<file path="config.mk">
export PLATFORM = sky130hd
export DESIGN_NAME = mem_op_sequencer
export DESIGN_NICKNAME = d
export VERILOG_FILES = /design/src/rtl/mem_op_sequencer.sv
export SDC_FILE = /design/constraint.sdc
export NUM_CORES = 1
export LEC_CHECK = 0
export ABC_AREA = 1
export CAP_MARGIN = 20
export CORE_ASPECT_RATIO = 1.25
export CORE_MARGIN = 3
export CORE_UTILIZATION = 40
export CTS_CLUSTER_DIAMETER = 40
export DETAILED_ROUTE_END_ITERATION = 12
export GPL_TIMING_DRIVEN = 0
export PLACE_DENSITY = 0.9
export SLEW_MARGIN = 40
export SYNTH_ARGS = -nofsm -noshare
export SYNTH_HDL_FRONTEND = slang
export SYNTH_SLANG_ARGS = --single-unit
</file>
<file path="constraint.sdc">
create_clock -name clk -period 1.6 [get_ports clk]
set_clock_uncertainty 0.2 [all_clocks]
set_input_delay 0.24 -clock clk [delete_from_list [all_inputs] [get_ports clk]]
set_output_delay 0.24 -clock clk [all_outputs]
set_load 0.005 [all_outputs]
</file>
<file path="src/rtl/mem_op_sequencer.sv">
// Command sequencer: reads operands A/B from a shared single-port RAM, drives a registered
// AND/OR unit, writes the result back to RAM and reports completion.
module mem_op_sequencer #(
    parameter int DATA_W = 32,
    parameter int ADDR_W = 3,
    parameter int CNT_W  = 8
) (
    input  logic              clk,
    input  logic              rst,
    input  logic              cmd_valid,
    output logic              cmd_ready,
    input  logic              cmd_mode,
    input  logic [ADDR_W-1:0] cmd_a_addr,
    input  logic [ADDR_W-1:0] cmd_b_addr,
    input  logic [ADDR_W-1:0] cmd_c_addr,
    output logic [ADDR_W-1:0] mem_addr,
    output logic              mem_we,
    output logic [DATA_W-1:0] mem_wdata,
    input  logic [DATA_W-1:0] mem_rdata,
    output logic [DATA_W-1:0] op_a,
    output logic [DATA_W-1:0] op_b,
    output logic              op_mode,
    input  logic [DATA_W-1:0] op_c,
    output logic              busy,
    output logic              done,
    output logic [DATA_W-1:0] result,
    output logic [CNT_W-1:0]  done_count
);

    typedef enum logic [2:0] {IDLE, RD_A, RD_B, EXEC, WB, DONE} state_t;

    state_t            state;
    logic [ADDR_W-1:0] a_addr_q;
    logic [ADDR_W-1:0] b_addr_q;
    logic [ADDR_W-1:0] c_addr_q;
    logic              mode_q;

    always_ff @(posedge clk) begin
        if (rst) begin
            state      <= IDLE;
            a_addr_q   <= '0;
            b_addr_q   <= '0;
            c_addr_q   <= '0;
            mode_q     <= 1'b0;
            op_a       <= '0;
            op_b       <= '0;
            op_mode    <= 1'b0;
            result     <= '0;
            done_count <= '0;
        end else begin
            case (state)
                IDLE: begin
                    if (cmd_valid) begin
                        a_addr_q <= cmd_a_addr;
                        b_addr_q <= cmd_b_addr;
                        c_addr_q <= cmd_c_addr;
                        mode_q   <= cmd_mode;
                        state    <= RD_A;
                    end
                end
                RD_A: begin
                    op_a  <= mem_rdata;
                    state <= RD_B;
                end
                RD_B: begin
                    op_b    <= mem_rdata;
                    op_mode <= mode_q;
                    state   <= EXEC;
                end
                EXEC: state <= WB;
                WB: begin
                    result <= op_c;
                    state  <= DONE;
                end
                DONE: begin
                    done_count <= done_count + 1'b1;
                    state      <= IDLE;
                end
                default: state <= IDLE;
            endcase
        end
    end

    // RAM port is idle (address 0, no write) in every state that does not access it
    always_comb begin
        mem_addr  = '0;
        mem_we    = 1'b0;
        mem_wdata = '0;
        case (state)
            RD_A: mem_addr = a_addr_q;
            RD_B: mem_addr = b_addr_q;
            WB: begin
                mem_addr  = c_addr_q;
                mem_we    = 1'b1;
                mem_wdata = op_c;
            end
            default: ;
        endcase
    end

    assign cmd_ready = (state == IDLE);
    assign busy      = (state != IDLE);
    assign done      = (state == DONE);

endmodule

</file>
==> metrics.txt, run 1 <==
WL/cell=18.70 um; final critical-path share of the clock period=126.8%; setup repair after global routing missed its margin=yes; required time of the worst setup path=1.16 ns; endpoint kind of the worst setup timing path=output port; Design Power=9.134 mW; DRT iter0 DRCs=201; post-synth top area share=53.65%; TritonCTS clock tree=built; Worst path most repeated cell=nand2_4; filler-free cell count of the finished design=1033; type of the setup path with the least slack=reg -> out; vias in the first global route=5431; max incr delay on CP=0.36 ns; largest net degree at the start of global routing=17; static leakage=4.119 nW; synthesized instance count=592; net count after synthesis=670; effective utilization at floorplan=41.27%; PwrDens=1122 nW/um^2; number of pins exceeding their max-slew limit in the final report=0; Synth area leader=dfxtp_1; Max Freq=493.0 MHz; total negative slack for setup checks=-14.42 ns; top cells by area in the synthesized netlist=dfxtp_1 (54%), nor2_1 (12%), nand2_1 (8.6%); Mapped Area=4403 sq um; dominant delay contributor by cell family on the critical path=buffers and inverters; die width=99.84 um; area of combinational cells with multiple inputs=2031 sq um; core outline area=10670 sq um; time the worst path needs with I/O delays and setup=2.028 ns; vias per std cell=5.188; share of synthesized area occupied by flip-flops and latches=53.65%; leftover overflow at the end of global routing=0; slowest cell on the critical path=dfxtp_4; buffering stage count on the worst path with inverters included=5; type of origin of the critical path=flip-flop; final worst-path setup slack=-0.4282 ns; area used by sequential logic in the layout=2394 sq um; maximum fanout along the worst path=6; Max-Slew Margin vs Limit=58.26%; number of cells in the design after placement=943; nets=967; CTS root buf=clkbuf_16; worst min path class=in -> reg; Via Count=5359; antenna violations before repair=0; cell chain of the critical path=nor2_4 -> nand2_4 -> inv_8 -> buf_6 -> buf_8 -> nand2_4 -> inv_2 -> buf_2; remaining routing DRC violations=0; total track usage=29.39%; global placer's final weighted congestion=0.8640; Worst Tran Pin Value=0.6260 ns; first-pass GRT wire length=27690 um; area of the die=12310 sq um; IR Drop Worst-Case VDD=0.7458 mV; count of nets left with antenna violations after detail routing=0; mean area per synthesized cell=7.437 sq um; number of max-cap violations=0; I/O pin count=221; Util after Layout=76.34%; total count of hold-check failures in the final report=0; area growth from synthesis to layout=84.97%; ratio of cells with drive above 1 in the final layout=28.63%; failing checks=negative setup slack; # diodes=0; first-pass detailed-route iteration total=4; buffers from clock root to sink, at most=2; layout filler cell count=713; clock latency on the worst-skew pair=0.41 ns; clock slew seen by the registers of the worst setup and hold paths=0.05 ns; Post-Route WL=19320 um; row cnt=42; Finish-stage setup viols=50; outcome=finished, violations left; number of warnings printed during yosys synthesis=0; arrival time worst endpoint=1.59 ns; distinct cell type count of the synthesized netlist=22; H-tree level count=4; number of buffers inserted by port buffering=219; flops & latches, synth=118; smallest hold slack=0.2069 ns; TritonCTS sink count=118; Num CTS Buffers=17; DIE HEIGHT=123.3 um; sum of net half-perimeters after detailed placement=10860 um
cell families after synthesis:
| logic type | after synthesis | synth area share [%] |
|---|---|---|
| buffers and inverters | 82 | 8.099 |
| adder cells (fa/ha/maj) | 1 | 0.2841 |
| AND/OR/NAND/NOR | 277 | 24.98 |
| flip-flops | 118 | 53.65 |
| AO/OA/AOI/OAI | 114 | 12.99 |
cell usage in the layout (no fill, tap or decap), drive strengths merged:
master         instances
clkinv                 4
nor2                 148
inv                   48
o21ai                 67
a21oi                 46
ha                     1
clkbuf                36
clkdlybuf4s50         75
dlygate4sd2          105
nand3                 26
dfxtp                118
buf                  116
nand2                103
clkinvlp               2
dlygate4sd3            1
bufinv                 4
a31oi                  1
stage by stage:
stage	setup slack, ns	instance area, sq um
after floorplan	0.1273	4403
after global placement	-0.6255	6760
after detailed placement	-0.6357	6760
after CTS	-0.4004	7989
after global routing	-0.4608	8144
final	-0.4282	8144
final cells by class:
| class | instances | area share, % |
|---|---|---|
| Multi-Input combinational cell | 392 | 24.93 |
| Sequential cell | 118 | 29.39 |
| Timing Repair Buffer | 281 | 31.08 |
| Buffer | 30 | 2.520 |
| Tap cell | 132 | 2.028 |
| Clock buffer | 22 | 5.700 |
| Clock inverter | 9 | 1.844 |
| Inverter | 49 | 2.504 |
worst reg2reg max path: stages, from the launching register on:
cell and delay (ns):
dfxtp_4 0.36, nor2_4 0.14, nand2_4 0.09, inv_8 0.10, buf_6 0.17, nand2_4 0.06
buf_4 0.12, buf_4 0.12, buf_4 0.12, buf_4 0.12, buf_4 0.13, a21oi_2 0.11
per-layer routing:
layer / wire (um) / global-route usage (%) / up-vias / part of all wire, %
li1: - / - / 2468 / -
met1: 6984 / 30.40 / 2487 / 36
met2: 9761 / 53.34 / 324 / 51
met3: 1729 / 9.255 / 80 / 9.0
met4: 841 / 14.26 / 0 / 4.4
met5: 0 / 0 / - / 0
sequential cells by signal, indices dropped and copies added (netlist names):
signal      flops
op_mode         1
done_count      8
a_addr_q        3
result         32
op_a           32
b_addr_q        3
state           3
c_addr_q        3
op_b           32
mode_q          1
where the power goes:
group          internal [mW]  total, mW  switching [mW]
sequential              3.21       3.35           0.145
clock                   2.67       3.99            1.32
combinational          0.894       1.79           0.896
synthesized netlist by cell type, drive strengths merged:
master / count
nor2: 148
dfxtp: 118
nand2: 103
o21ai: 67
inv: 48
a21oi: 46
nand3: 26
buf: 19
clkbuf: 14
a31oi: 1
clkinv: 1
ha: 1
path summary, 6_finish.rpt:
path                               startpoint             to  slack [ns]  depth (start not counted)
worst max-delay path                 state[0]  mem_wdata[11]       -0.43                          8
worst min register to register       op_b[16]       op_b[16]        0.27                          2
worst max register to register       state[0]     result[22]       -0.31                         11
worst min-delay path            cmd_c_addr[1]    c_addr_q[1]        0.21                          3
what timing repair did:
| action | CTS | global route |
|---|---|---|
| resized for setup | 404 | 117 |
| gates cloned | 3 | 0 |
| hold buffers | 1 | 0 |
| hold endpoints to repair | 5 | 0 |
| endpoints found under the setup margin | 144 | 109 |
| pin swaps | 7 | 11 |
| buffers inserted | 63 | 12 |
Power figures use the tool's default switching activity.
==> run 2: changes to the inputs <==
Settings changed: RECOVER_POWER set to 25.
Clock period 1.6 ns to 2.2 ns, I/O delays scaled along.
==> run 2 against run 1 <==
  * The run now ends clean
  * Total power shrank 29%
  * Register-to-register slack gained 0.81 ns
  * Sequential share of layout area increased by 2.1 points
  * Combinational power decreased by 34%
  * Critical path depth is the same
  * Final cell count decreased by 4.0%
  * Non-clock buffer count decreased by 41
  * Die area did not move
  * Via count down 11%
  * Clock power decreased by 28%
  * Largest cell class unchanged
  * Largest power group unchanged
==> metrics.txt, run 2 (synthesis results as in run 1) <==
area of combinational cells with multiple inputs=1712 sq um (-16%); source of the worst hold timing path=rst; time the worst path needs with I/O delays and setup=2.167 ns; post-cts hold buffer count=0 (-1); area used by sequential logic in the layout=2371 sq um (-0.94%); number of cells traversed by the worst hold path=2 (-1); filler-free cell count of the finished design=992 (-4.0%); setup repair after global routing missed its margin=yes; number of cells on the worst reg-to-reg path=7 (-4); global placer's final weighted congestion=0.8640 (unchanged); number of max-cap violations=0 (unchanged); remaining routing DRC violations=0 (unchanged); count of nets left with antenna violations after detail routing=0 (unchanged); H-tree level count=4 (unchanged); row cnt=42 (unchanged); number of cells in the design after placement=943 (unchanged); area growth from synthesis to layout=71.01%; Design Power=6.500 mW (-29%); number of buffers inserted by port buffering=219 (unchanged); ratio of cells with drive above 1 in the final layout=11.98% (-17 points); number of pins exceeding their max-slew limit in the final report=0 (unchanged); Via Count=4788 (-11%); most common library cell in the layout ignoring fill and taps=clkdlybuf4s50_1; worst min path class=in -> reg; beginning of the worst register-to-register path=state[0]; maximum fanout along the worst path=10 (+4); I/O pin count=221 (unchanged); static leakage=3.258 nW (-21%); max incr delay on CP=0.36 ns (about the same); largest net degree at the start of global routing=17 (unchanged); cell chain of the critical path=nor2_4 -> nand2_4 -> inv_8 -> buf_4 -> buf_6 -> nand2_1 -> inv_1 -> dlygate4sd2_1; CTS root buf=clkbuf_16; outcome=finished clean; DP Area=6760 sq um (unchanged); area of the die=12310 sq um (unchanged); antenna violations before repair=0 (unchanged); Post-Route WL=14960 um (-23%); slowest cell on the critical path=dfxtp_4; arrival time worst endpoint=1.64 ns (+0.05 ns); Max-Slew Margin vs Limit=66.15% (+7.9 points); TritonCTS sink count=118 (unchanged); IR Drop Worst-Case VDD=0.4821 mV (-35%); required time of the worst setup path=1.67 ns (+0.51 ns); Util after Layout=70.58% (-5.8 points); leftover overflow at the end of global routing=0 (unchanged); layout filler cell count=834 (+17%); total count of hold-check failures in the final report=0 (unchanged); Finish-stage setup viols=0 (-100%); first-pass GRT wire length=23000 um (-17%); worst min-delay path endpoint=state[0]; WL/cell=15.08 um (-19%); type of origin of the critical path=flip-flop; final critical-path share of the clock period=98.51%; commonest cells after routing, fill and taps aside=clkdlybuf4s50_1 (181), nor2_1 (144), dfxtp_1 (115), nand2_1 (95), o21ai_0 (66); RR Endpoint=op_a[30]; first-pass detailed-route iteration total=4 (unchanged); endpoint kind of the worst setup timing path=output port; die width=99.84 um (unchanged); vias per std cell=4.827 (-7.0%); buffers from clock root to sink, at most=2 (unchanged); minimum setup slack among reg-to-reg paths=0.50 ns (+0.81 ns); vias in the first global route=4802 (-12%); # diodes=0 (unchanged); clock slew seen by the registers of the worst setup and hold paths=0.05 ns (about the same); leading registers by flop count=op_a: 32 flops, op_b: 32 flops, result: 32 flops; DRT iter0 DRCs=166 (-17%); nets=926 (-4.2%); PwrDens=863.3 nW/um^2 (-23%); Worst Tran Pin Value=0.5078 ns (-0.1182 ns); DIE HEIGHT=123.3 um (unchanged); Num CTS Buffers=17 (unchanged); clock latency on the worst-skew pair=0.40 ns (about the same); type of the setup path with the least slack=reg -> out; total track usage=24.12% (-5.3 points); TritonCTS clock tree=built; final standard cell area without fillers=7530 sq um (-7.5%); sum of net half-perimeters after detailed placement=10860 um (unchanged); core outline area=10670 sq um (unchanged); effective utilization at floorplan=41.27% (unchanged); Max Freq=461.4 MHz
run 2: cell types whose count changed in the layout (fill, tap and decap cells not counted), sizes merged:
cell and change:
clkbuf +12, dlygate4sd3 -1, clkdlybuf4s50 +106, dlymetal6s2s +2, buf -76, clkdlybuf4s15 +9
dlygate4sd2 -93
run 2: area by class of cell:
cell class                      count  area share (%)
Buffer                             31           2.310
Tap cell                          132           2.193
Timing Repair Buffer              239           30.41
Clock buffer                       22           6.165
Inverter                           49           2.709
Multi-Input combinational cell    392           22.73
Clock inverter                      9           1.994
Sequential cell                   118           31.49
run 2: how the worst max path moves through the flow:
stage,startpoint,to,slack [ns],cells after the start
6_report,state[0],mem_wdata[11],0.03,8
3_5_place_dp,state[1],mem_addr[2],-0.13,7
5_1_grt,state[0],mem_wdata[11],-0.06,8
3_3_place_gp,state[1],mem_addr[0],-0.12,7
4_1_cts,state[1],mem_wdata[15],-0.12,7
2_1_floorplan,state[2],mem_addr[0],0.64,6
run 2: routing by layer:
layer,vias up,track usage (%),wire (um)
li1,2381,-,-
met1,2156,25.21,5602
met2,224,44.24,7814
met3,27,7.506,1203
met4,0,10.25,340
met5,-,0,0
run 2: critical path, delay by kind of cell (launching register included):
family,cells,cell delay (ns)
AND/OR/NAND/NOR,3,0.30
flip-flops,1,0.36
buffers and inverters,5,0.58
run 2: metrics by stage:
stage | setup WS [ns] | setup TNS [ns] | hold slack, ns
global route | -0.06085 | -0.3848 | 0.05468
global placement | -0.1155 | -0.3209 | 0.2508
detailed placement | -0.1257 | -0.3499 | 0.2543
CTS | -0.1173 | -0.4804 | 0.03709
finish | 0.03276 | 0 | 0.05859
floorplan | 0.6373 | 0 | 0.2411
run 2: what timing repair did:
action,4_1_cts,5_1_grt
pin swaps,2,3
buffers inserted,11,7
resized for setup,70,41
gates cloned,2,0
endpoints found under the setup margin,39,16
run 2: where the power goes:
group / switching [mW] / internal [mW] / leakage [nW]
Clock: 0.927 / 1.94 / 0.296
Sequential: 0.107 / 2.34 / 0.963
Combinational: 0.530 / 0.657 / 2.00
==> run 3: changes to the inputs <==
Settings changed: TNS_END_PERCENT set to 10.
==> run 3 against run 2 <==
  * The run now ends with negative setup slack left
  * Total power decreased by 0.28%
  * Via count down 0.48%
  * Global-route usage fell by 0.27 points
  * Hold slack improved by 0.0054 ns
  * Count of clock-buffer cells in the layout unchanged
  * First-iteration DRC count down 7.2%
  * Critical path type unchanged
==> metrics.txt, run 3 (synthesis results as in run 1) <==
outcome=finished, violations left; failing checks=negative setup slack; leading registers by flop count=op_a: 32 flops, op_b: 32 flops, result: 32 flops; Num CTS Buffers=17 (unchanged); leftover overflow at the end of global routing=0 (unchanged); area growth from synthesis to layout=69.91%; layout filler cell count=844 (+1.2%); clock latency on the worst-skew pair=0.40 ns (about the same); sequential fraction of design power=37.8% (+0.2 points); total negative slack for setup checks=-0.2503 ns (-0.2503 ns); smallest hold slack=0.06400 ns (+0.005407 ns); max incr delay on CP=0.49 ns (+0.13 ns); PwrDens=866.5 nW/um^2 (+0.37%); buffers from clock root to sink, at most=2 (unchanged); row cnt=42 (unchanged); clock slew seen by the registers of the worst setup and hold paths=0.05 ns (about the same); endpoint kind of the worst setup timing path=output port; number of pins exceeding their max-slew limit in the final report=0 (unchanged); global placer's final weighted congestion=0.8640 (unchanged); number of max-cap violations=0 (unchanged); combinational power share=18.0% (-0.3 points); Critical Path Start=state[1]; DP Area=6760 sq um (unchanged); total track usage=23.84% (-0.27 points); post-cts hold buffer count=0 (unchanged); net switching power of the design=1.557 mW (-0.43%); I/O pin count=221 (unchanged); Post-Route WL=14670 um (-2.0%); commonest cells after routing, fill and taps aside=clkdlybuf4s50_1 (183), nor2_1 (144), dfxtp_1 (115), nand2_1 (99), o21ai_0 (66); TritonCTS clock tree=built; part of the power in the clock network=44.2% (about the same); total count of hold-check failures in the final report=0 (unchanged); antenna violations before repair=0 (unchanged); first-pass detailed-route iteration total=4 (unchanged); largest net degree at the start of global routing=17 (unchanged); required time of the worst setup path=1.67 ns (about the same); post-placement worst setup slack=-0.1257 ns (unchanged); nets=916 (-1.1%); WL/cell=14.93 um (-0.97%); remaining routing DRC violations=0 (unchanged); sum of net half-perimeters after detailed placement=10860 um (unchanged); type of origin of the critical path=flip-flop; dominant delay contributor by cell family on the critical path=buffers and inverters; type of the setup path with the least slack=reg -> out; worst min path class=in -> reg; TritonCTS sink count=118 (unchanged); final standard cell area without fillers=7481 sq um (-0.65%); ratio of cells with drive above 1 in the final layout=9.059% (-2.9 points); count of nets left with antenna violations after detail routing=0 (unchanged); buffering stage count on the worst path with inverters included=4 (-1); DIE HEIGHT=123.3 um (unchanged); arrival time worst endpoint=1.80 ns (+0.16 ns); time the worst path needs with I/O delays and setup=2.330 ns (+0.1631 ns); number of cells in the design after placement=943 (unchanged); setup repair after global routing missed its margin=yes; # diodes=0 (unchanged); most common library cell in the layout ignoring fill and taps=clkdlybuf4s50_1; final worst-path setup slack=-0.1304 ns (-0.1631 ns); vias per std cell=4.852 (+0.53%); number of buffers inserted by port buffering=219 (unchanged); static leakage=3.276 nW (+0.55%); core outline area=10670 sq um (unchanged); die width=99.84 um (unchanged); vias in the first global route=4773 (-0.60%); Max-Slew Margin vs Limit=66.26% (+0.11 points); final critical-path share of the clock period=105.9% (+7.4 points); beginning of the worst register-to-register path=state[2]; cell chain of the critical path=nor2_4 -> nand2_4 -> inv_8 -> buf_6 -> nand2_2 -> inv_1 -> clkdlybuf4s50_1; Max Freq=429.1 MHz (-7.0%); IR Drop Worst-Case VDD=0.4807 mV (-0.30%); Worst Tran Pin Value=0.5062 ns (-0.001639 ns); minimum setup slack among reg-to-reg paths=0.53 ns (+0.03 ns); Finish-stage setup viols=3 (+3); Design Power=6.482 mW (-0.28%); Internal Dissipation=4.925 mW (-0.23%); source of the worst hold timing path=rst; filler-free cell count of the finished design=982 (-1.0%); slowest cell on the critical path=clkdlybuf4s50_1; DRT iter0 DRCs=154 (-7.2%); Via Count=4765 (-0.48%); first-pass GRT wire length=22740 um (-1.1%); maximum fanout along the worst path=10 (unchanged); Util after Layout=70.13% (-0.46 points); Switching Fraction=24.02% (-0.037 points); H-tree level count=4 (unchanged); effective utilization at floorplan=41.27% (unchanged); area of the die=12310 sq um (unchanged); CTS root buf=clkbuf_16
==> run 3: metal layers <==
metal | vias to the layer above | track usage [%] | share of wire (%) | wire (um)
met5 | - | 0 | 0 | 0
met4 | 0 | 9.821 | 2.3 | 344
met3 | 26 | 7.562 | 8.2 | 1200
met2 | 219 | 43.82 | 51 | 7526
met1 | 2156 | 24.89 | 38 | 5595
li1 | 2364 | - | - | -
==> run 3: path summary, 6_finish.rpt <==
kind	endpoint	cells after the start
max	mem_wdata[21]	7
min	b_addr_q[2]	2
max reg2reg	op_a[30]	7
min reg2reg	result[29]	2
==> run 3: area by class of cell <==
| cell class | count | area, sq um | share of cell area, % |
|---|---|---|---|
| Sequential cell | 118 | 2371 | 31.69 |
| Timing Repair Buffer | 229 | 2243 | 29.99 |
| Multi-Input combinational cell | 392 | 1709 | 22.85 |
| Clock buffer | 22 | 464.2 | 6.205 |
| Inverter | 49 | 203.9 | 2.726 |
| Buffer | 31 | 173.9 | 2.325 |
| Tap cell | 132 | 165.2 | 2.208 |
| Clock inverter | 9 | 150.1 | 2.007 |
==> run 3: power by group through the flow <==
stage / logic (mW) / clock network (mW) / registers [mW]
finish: 1.17 / 2.87 / 2.45
global route: 1.29 / 3.00 / 2.47
CTS: 1.17 / 2.90 / 2.45
detailed placement: 1.13 / 0 / 2.49
global placement: 1.10 / 0 / 2.48
floorplan: 0.445 / 0 / 2.49
==> run 3: timing repair <==
item                       CTS  global route
pin swaps                    1             0
setup endpoints to repair   39            10
setup buffers                8             1
cloned                       1             0
resized for setup           57            11
==> edit (settings of run 3) <==
The parameter `DATA_W` goes from 32 to 16.
--- a/src/rtl/mem_op_sequencer.sv
+++ b/src/rtl/mem_op_sequencer.sv
@@ -1,7 +1,7 @@
 // Command sequencer: reads operands A/B from a shared single-port RAM, drives a registered
 // AND/OR unit, writes the result back to RAM and reports completion.
 module mem_op_sequencer #(
-    parameter int DATA_W = 32,
+    parameter int DATA_W = 16,
     parameter int ADDR_W = 3,
     parameter int CNT_W  = 8
 ) (
Interface: changed (6 resized); port bits go from 221 to 125. No check against the original RTL was run, so the function may have changed too.
==> edit against run 3 <==
- area after synthesis down 39%
- routed wire length is 45% lower
- final cell count shrank 39%
- clock power down 62%
- critical path type unchanged
- worst setup slack better by 0.19 ns
- hold slack better by 0.20 ns
- sequential cell count decreased by 48
- highest routed layer unchanged
- cell area shrank 43%
- count of clock-buffer cells in the layout decreased by 12
- total power is 51% lower
==> edit: results <==
[routing]
num_vias = 2872
drt_iter0_drc = 169
wl_per_cell_um = 13.40

[placement]
dp_hpwl_um = 6201
gp_congestion = 0.8733
dpl.cell_count = 579
place_area_um2 = 4031
io_buffers = 124

[critical_path]
critPathMaxStageDelay_ns = 0.37
critPathArrivalTime_ns = 1.61
critical-path-top-delay-family = "buffers and inverters"
slowest_stage = "dfxtp_4"

[final_layout]
nets = 554
multi_input_area_share_pct = 25.42
reg_top3 = "op_a x16, op_b x16, result x16"
buffer_area_share_pct = 31.22
clkCellAreaFrac_pct = 4.990
area_growth_syn_to_layout_pct = 59.77
nNonClkBuffers = 143
layout.cells.non_filler = 598
sh_seq_area_pct = 32.83
post_route_cells_drive_above_1_share_pct = 8.577
nClkBuffers = 10
n_fill_cell = 567
multi_input_cells = 251

[power_and_ir_drop]
p_sw_share_pct = 26.03
ir_drop_mv = 0.6393
power.static_leakage_nw = 1.852

[global_routing]
grt_usage_pct = 21.06
grt_max_degree = 20

[run_status]
outcome = "complete, no violations"

[yosys]
syn-num-nets = 416
yosys.cell_types.count = 18
synthCells = 370
synthTopCellsByCount = "nor2_1, dfxtp_1, nand2_1"
synthTopCellsByArea = "dfxtp_1, nor2_1, nand2_1"

[clock_network]
cts.sinks = 70
cts.htree.levels = 3
cts_buffers = 9
cts-root-buf = "clkbuf_8"
clkLatencyLatePin_ns = 0.33
clk_pin_slew_ns = 0.07
cts_setup_buffers = 2

[floorplan]
die_x_um = 79.27

[worst_hold_path]
hp-class = "flop to flop"

[sta]
whs_ns = 0.2646
worst_slew_pin_slew_ns = 0.4906
edit: changes by cell type after synthesis, moves of 2 or more:
| cell | run 3 | this run |
|---|---|---|
| a21oi_1 | 46 | 20 |
| buf_1 | 0 | 2 |
| buf_2 | 12 | 0 |
| clkbuf_1 | 12 | 5 |
| dfxtp_1 | 118 | 70 |
| inv_1 | 44 | 30 |
| inv_4 | 2 | 0 |
| nand2_1 | 101 | 61 |
| nand3_1 | 25 | 14 |
| nor2_1 | 145 | 104 |
| o21ai_0 | 66 | 45 |
edit: final timing paths:
check,from,endpoint,depth (start not counted)
worst min-delay path,result[2]$_SDFFE_PP0N_,result[2]$_SDFFE_PP0N_,2
worst max register to register,state[0]$_SDFFE_PP0P_,op_b[5]$_SDFFE_PP0N_,6
worst min register to register,result[2]$_SDFFE_PP0N_,result[2]$_SDFFE_PP0N_,2
worst max-delay path,state[1]$_SDFFE_PP0P_,mem_wdata[9],8
edit: metal layers:
layer / GRT usage, % / up-vias / routed length (µm)
met5: 0 / - / 0
met3: 6.865 / 8 / 688
li1: - / 1435 / -
met2: 38.98 / 111 / 4355
met4: 6.614 / 0 / 63
met1: 21.96 / 1318 / 2906
edit: power by group through the flow:
stage          Sequential (mW)  Combinational, mW  Clock [mW]
6_report                  1.46              0.647        1.10
5_1_grt                   1.47              0.718        1.18
4_1_cts                   1.46              0.648        1.12
3_5_place_dp              1.48              0.639           0
3_3_place_gp              1.47              0.620           0
2_1_floorplan             1.48              0.262           0
edit: cell families (layout without fill, tap and decap cells):
family | Yosys count | count (layout) | synth area share, %
buffers and inverters | 49 | 192 | 7.832
and+or+nand+nor | 185 | 185 | 27.37
AOI/OAI and AO/OA | 65 | 65 | 12.12
DFF | 70 | 70 | 52.21
adders and majority gates | 1 | 1 | 0.4661
